==> config.mk <==
export PLATFORM = sky130hd
export DESIGN_NAME = mem_dma
export DESIGN_NICKNAME = d
export VERILOG_FILES = /design/src/rtl/mem_dma_pkg.sv /design/src/rtl/mem_dma_addrgen.sv /design/src/rtl/mem_dma.sv
export SDC_FILE = /design/constraint.sdc
export NUM_CORES = 1
export LEC_CHECK = 0
export BUFFER_PORTS_ARGS = -buffer_cell sky130_fd_sc_hd__clkbuf_2
export CAP_MARGIN = 15
export CORE_UTILIZATION = 48
export CTS_CLUSTER_SIZE = 14
export DETAILED_ROUTE_END_ITERATION = 10
export PLACE_DENSITY = 0.76
export SLEW_MARGIN = 20
export SYNTH_ARGS = -nofsm -noshare
export SYNTH_HDL_FRONTEND = slang
export SYNTH_SLANG_ARGS = --single-unit
==> constraint.sdc <==
create_clock -name clk -period 2.4 [get_ports clk]
set_clock_uncertainty 0.1 [all_clocks]
set_input_delay 0.12 -clock clk [delete_from_list [all_inputs] [get_ports clk]]
set_output_delay 0.12 -clock clk [all_outputs]
set_load 0.02 [all_outputs]
==> src/rtl/mem_dma_pkg.sv <==
// mem_dma_pkg: shared types and constants for the mem_dma block-copy engine.
package mem_dma_pkg;

  typedef enum logic [2:0] {
    ST_IDLE    = 3'd0,
    ST_GRANT   = 3'd1,
    ST_RD0     = 3'd2,
    ST_COPY    = 3'd3,
    ST_LAST    = 3'd4,
    ST_RESTORE = 3'd5
  } dma_state_t;

  localparam logic [7:0] ADDR_STATUS  = 8'h01;
  localparam logic [7:0] ADDR_PROT_LO = 8'h01;
  localparam logic [7:0] ADDR_PROT_HI = 8'h07;

  // GRANT + RD0 + RESTORE on top of the per-byte cycles
  localparam int unsigned PAUSE_OVERHEAD = 3;

  // True for the special-function registers a DMA write must never touch
  function automatic logic addr_protected(input logic [7:0] a);
    return (a >= ADDR_PROT_LO) && (a <= ADDR_PROT_HI);
  endfunction

endpackage

==> src/rtl/mem_dma_addrgen.sv <==
// mem_dma_addrgen: read/write address counters (8-bit wrap) and the
// remaining-read counter that flags the final read of a transfer.
module mem_dma_addrgen
  import mem_dma_pkg::*;
(
  input  logic       clk,
  input  logic       reset_n,
  input  logic       i_load,
  input  logic [7:0] i_src,
  input  logic [7:0] i_dst,
  input  logic [7:0] i_len,
  input  logic       i_rd_issue,
  input  logic       i_rd_adv,
  input  logic       i_wr_adv,
  output logic [7:0] o_rd_addr,
  output logic [7:0] o_wr_addr,
  output logic       o_last
);

  logic [7:0] r_rd;
  logic [7:0] r_wr;
  logic [7:0] r_rem;

  // Counters: load on start, then step as reads/writes are issued
  always_ff @(posedge clk or negedge reset_n) begin
    if (!reset_n) begin
      r_rd  <= '0;
      r_wr  <= '0;
      r_rem <= '0;
    end else if (i_load) begin
      r_rd  <= i_src;
      r_wr  <= i_dst;
      r_rem <= i_len;
    end else begin
      if (i_rd_adv)                  r_rd  <= r_rd + 8'd1;
      if (i_wr_adv)                  r_wr  <= r_wr + 8'd1;
      if (i_rd_issue && r_rem != '0) r_rem <= r_rem - 8'd1;
    end
  end

  assign o_rd_addr = r_rd;
  assign o_wr_addr = r_wr;
  // The read presented this cycle is the final one
  assign o_last    = (r_rem == 8'd1);

endmodule

==> src/rtl/mem_dma.sv <==
// mem_dma: single-channel block-copy engine beside mem_ctrl.
// Optional write protection of 0x01..0x07 is enabled by MEM_DMA_PROTECT_EN.
module mem_dma
  import mem_dma_pkg::*;
#(
  parameter int unsigned MAX_LEN = 255
) (
  input  logic       clk,
  input  logic       reset_n,
  input  logic       start,
  input  logic [7:0] src,
  input  logic [7:0] dst,
  input  logic [7:0] len,
  input  logic       abort,
  input  logic [7:0] mem_readdata,
  output logic       core_pause,
  output logic       dma_own,
  output logic [7:0] mem_readaddr,
  output logic [7:0] mem_writeaddr,
  output logic [7:0] mem_writedata,
  output logic       mem_write_en,
  output logic       busy,
  output logic       done,
  output logic       err,
  output logic [7:0] xfer_count
);

  localparam logic [7:0] LEN_CAP = (MAX_LEN > 255) ? 8'd255 : 8'(MAX_LEN);

  dma_state_t r_state;
  dma_state_t w_next;
  logic       r_zdone;
  logic [7:0] r_xfer;

  logic [7:0] w_len_eff;
  logic       w_accept;
  logic       w_zero;
  logic       w_last;
  logic [7:0] w_rd_addr;
  logic [7:0] w_wr_addr;
  logic       w_rd_issue;
  logic       w_wr_slot;
  logic       w_block;

  assign w_len_eff  = (len > LEN_CAP) ? LEN_CAP : len;
  assign w_accept   = (r_state == ST_IDLE) && start;
  assign w_zero     = (w_len_eff == '0);
  assign w_rd_issue = (r_state == ST_RD0) || (r_state == ST_COPY);
  assign w_wr_slot  = (r_state == ST_COPY) || (r_state == ST_LAST);

  // Next-state decode
  always_comb begin
    w_next = r_state;
    case (r_state)
      ST_IDLE:    if (w_accept && !w_zero) w_next = ST_GRANT;
      ST_GRANT:   w_next = abort ? ST_RESTORE : ST_RD0;
      ST_RD0:     w_next = (abort || w_last) ? ST_LAST : ST_COPY;
      ST_COPY:    w_next = (abort || w_last) ? ST_LAST : ST_COPY;
      ST_LAST:    w_next = ST_RESTORE;
      ST_RESTORE: w_next = ST_IDLE;
      default:    w_next = ST_IDLE;
    endcase
  end

  // State register
  always_ff @(posedge clk or negedge reset_n) begin
    if (!reset_n) r_state <= ST_IDLE;
    else          r_state <= w_next;
  end

  // Read address only advances into another COPY cycle, so LAST keeps
  // presenting the address already in flight instead of a new one.
  mem_dma_addrgen u_addrgen (
    .clk        (clk),
    .reset_n    (reset_n),
    .i_load     (w_accept && !w_zero),
    .i_src      (src),
    .i_dst      (dst),
    .i_len      (w_len_eff),
    .i_rd_issue (w_rd_issue),
    .i_rd_adv   (w_rd_issue && (w_next == ST_COPY)),
    .i_wr_adv   (r_state == ST_COPY),
    .o_rd_addr  (w_rd_addr),
    .o_wr_addr  (w_wr_addr),
    .o_last     (w_last)
  );

  // Zero-length completion pulse and write-slot counter
  always_ff @(posedge clk or negedge reset_n) begin
    if (!reset_n) begin
      r_zdone <= 1'b0;
      r_xfer  <= '0;
    end else begin
      r_zdone <= w_accept && w_zero;
      if (w_accept)       r_xfer <= '0;
      else if (w_wr_slot) r_xfer <= r_xfer + 8'd1;
    end
  end

`ifdef MEM_DMA_PROTECT_EN
  logic r_err;

  assign w_block = addr_protected(w_wr_addr);

  // Sticky violation flag, cleared by the next accepted start
  always_ff @(posedge clk or negedge reset_n) begin
    if (!reset_n)                  r_err <= 1'b0;
    else if (w_accept)             r_err <= 1'b0;
    else if (w_wr_slot && w_block) r_err <= 1'b1;
  end

  assign err = r_err;
`else
  assign w_block = 1'b0;
  assign err     = 1'b0;
`endif

  assign busy          = (r_state != ST_IDLE);
  assign core_pause    = (r_state != ST_IDLE);
  assign dma_own       = w_rd_issue || (r_state == ST_LAST);
  assign mem_readaddr  = dma_own ? w_rd_addr : '0;
  assign mem_writeaddr = w_wr_slot ? w_wr_addr : '0;
  // Data path is a direct bypass of mem_ctrl read data during write slots
  assign mem_writedata = w_wr_slot ? mem_readdata : '0;
  assign mem_write_en  = w_wr_slot && !w_block;
  assign done          = (r_state == ST_RESTORE) || r_zdone;
  assign xfer_count    = r_xfer;

endmodule

==> run metrics <==
status finished, violations left; failing checks design-rule violations; Mapped Nets 290; critical path fanouts, max 19; FILL cells between 300 and 400; share of the synthesized area in the top cell type between 30% and 40%; relative slew slack between 30% and 40%; DRC 8; Cell Area, Synth about 2300 µm²; multi-input logic area between 1000 and 1500 µm²; final setup vio count 0; clk sink count 36; WL met3 between 200 and 250 µm; CP startpoint kind flip-flop; RSZ-0062 raised after global routing false; final setup TNS 0 ns; Max clock buf depth 2; Leak around 1.4 nW; # Post-CTS Setup Buffers 0; CTS buffer count 5; Remaining Overflow, GRT 0; worst reg2reg path startpoint u_addrgen.r_rem[0]; worst path required time ~2.2 ns; shortest clock period the worst path allows after layout 2.26 ns; first-pass GRT wire length roughly 8900 µm; register area share after synthesis 39.4%; most numerous cell in the Yosys netlist dfrtp_1; critical path launch point r_state[1]; final cell utilization of the core between 60% and 70%; max-slew violations 0; DRT iter0 DRCs approximately 130; Total Routing Usage GR between 20% and 30%; main area contributors after synthesis dfrtp_1, xnor2_1, and2_1; average cell area after synthesis between 9 and 10 µm²; Mapped Cells around 250; Critical Path AT between 2 and 2.5 ns; vias per cell ~5.4; Clock Latency Late Sink 0.29 ns; clock slew seen by the registers of the worst setup and hold paths 0.07 ns; Avg WL per Cell ~14 µm; core box area around 4500 µm²; Die ar. slightly above 5000 µm²; ratio of cells with drive above 1 in the final layout 29.9%; HP Class primary input to flip-flop; maximum VDD drop between 500 and 600 µV; met2 wire length ~2600 µm; WL final roughly 5400 µm; via count 2142; max cap viols 0; largest net degree at the start of global routing 37; post-synth top area cell dfrtp_1; number of synthesized flops with an enable pin 0; total of warnings raised by yosys 0; GP Congestion approximately 0.82; initial antenna violation count 0; CTS tree built; R2R cell count 6; DRT Pass-1 Iters 8; Final Hold Fails 0; row cnt 24; pwr/cell area between 1000 and 1500 nW/µm²; Die Height just over 70 µm; WS Path Type flip-flop to output port; min-delay src len[7]; port buffer count 72; Slew @ Worst Pin between 0.9 and 1 ns; dpl hpwl roughly 3800 µm; most frequent cells after synthesis dfrtp_1, nand2_1, and2_1, nor2_1; CP Capture Type output port; number of global-route vias before repair 1992; hold path cells 3; n_diodes 0; area delta synth->final 33.0%; asr flop ratio synth 100%; # IOs 74; top sig layer met4; routed length on met1 between 2000 and 2500 µm; H-tree depth reported by CTS 2; Max Fclk between 400 and 500 MHz; Die W 71.0 µm; FF+latch count, synth 36; count of cell types in the netlist ~50; starting density of the core 51.1%; Antenna Nets Post-Route 0; Nets 384; Register Area about 900 µm²; clock root cell clkbuf_8; fraction of the cycle the final worst path needs ~94%; Post-synth top flop dfrtp_1
==> per-layer routing <==
| layer | track usage (%) | vias to the layer above |
|---|---|---|
| met5 | 0 | - |
| met4 | 8.89 | 0 |
| met3 | 3.85 | 10 |
| met2 | 37.9 | 70 |
| met1 | 28.2 | 989 |
| li1 | - | 1073 |
==> path summary, 6_finish.rpt <==
kind / endpoint / slack, ns
max: mem_writeaddr[1] / 0.14
min: u_addrgen.r_rem[7] / 0.008
max reg2reg: u_addrgen.r_rem[5] / 0.18
min reg2reg: xfer_count[7] / 0.45
max in group asynchronous: u_addrgen.o_rd_addr[6] / 1.23
min in group asynchronous: xfer_count[4] / 0.39
==> what timing repair did <==
item / 4_1_cts / 5_1_grt
hold buffers: 21 / 0
endpoints found under the hold margin: 56 / 0
endpoints found under the setup margin: 6 / 0
gates resized for setup: 1 / 0
==> cell families (layout without fill, tap and decap cells) <==
logic type / count (synthesis) / in the layout / synth area share (%)
xor+xnor: 21 / 21 / 8.05
compound gates: 57 / 57 / 18.4
buf+inv: 21 / 116 / 4.38
mux: 2 / 2 / 0.876
flops: 36 / 36 / 39.4
simple gates: 106 / 106 / 26.0
other cells: 1 / 1 / 0.164
fa+ha+maj: 5 / 5 / 2.74
==> sequential cells by signal, summed over array words and instances (netlist names) <==
signal               count
u_addrgen.o_wr_addr      8
u_addrgen.o_rd_addr      8
r_state                  3
u_addrgen.r_rem          8
xfer_count               8
r_zdone                  1
==> layout make-up <==
class                      count  share of cell area, %
tap                           52                   2.14
timing repair buffer         103                   21.3
multi-input combinational    192                   42.7
sequential                    36                   29.7
clock buffer                   5                   2.27
inverter                       5                  0.618
clock inverter                 3                   1.40
==> layout by cell type, fill, tap and decap left out, drive strengths merged, types with 3 or more instances in the layout <==
cell	instances
a2111oi	3
a211oi	6
a21oi	11
a221o	5
a31oi	3
and2	19
and3	3
buf	10
clkbuf	77
dfrtp	36
dlygate4sd3	21
ha	5
inv	5
nand2	26
nand3	5
nand4	4
nor2	18
nor2b	8
nor3	6
nor4	4
o211ai	3
o21ai	17
xnor2	16
xor2	5
==> worst max-delay path: stages, from the launching register on <==
cell,delay [ns]
dfrtp_1,0.54
or3b_2,0.61
nand2_2,0.26
and2_1,0.18
clkbuf_2,0.16
==> power breakdown <==
part	switching, W	internal (W)	leakage [nW]	total (W)
registers	0.000343	0.000858	0.450	0.00120
clock network	0.000229	0.000308	0.0541	0.000537
logic	0.000998	0.000745	0.864	0.00174
==> per-stage QoR <==
step	hold slack [ns]	setup WS [ns]	cell area, µm²	power (W)	instances
after global routing	0.0190	0.0171	3040	0.00375	396
after floorplan	-0.276	0.395	2280	0.00242	249
after CTS	0.0161	0.144	3040	0.00349	396
after detailed placement	0.201	0.224	2710	0.00292	367
final	0.00755	0.145	3040	0.00348	396
after global placement	0.187	0.290	2710	0.00287	367
(Power assumes the default switching activity.)
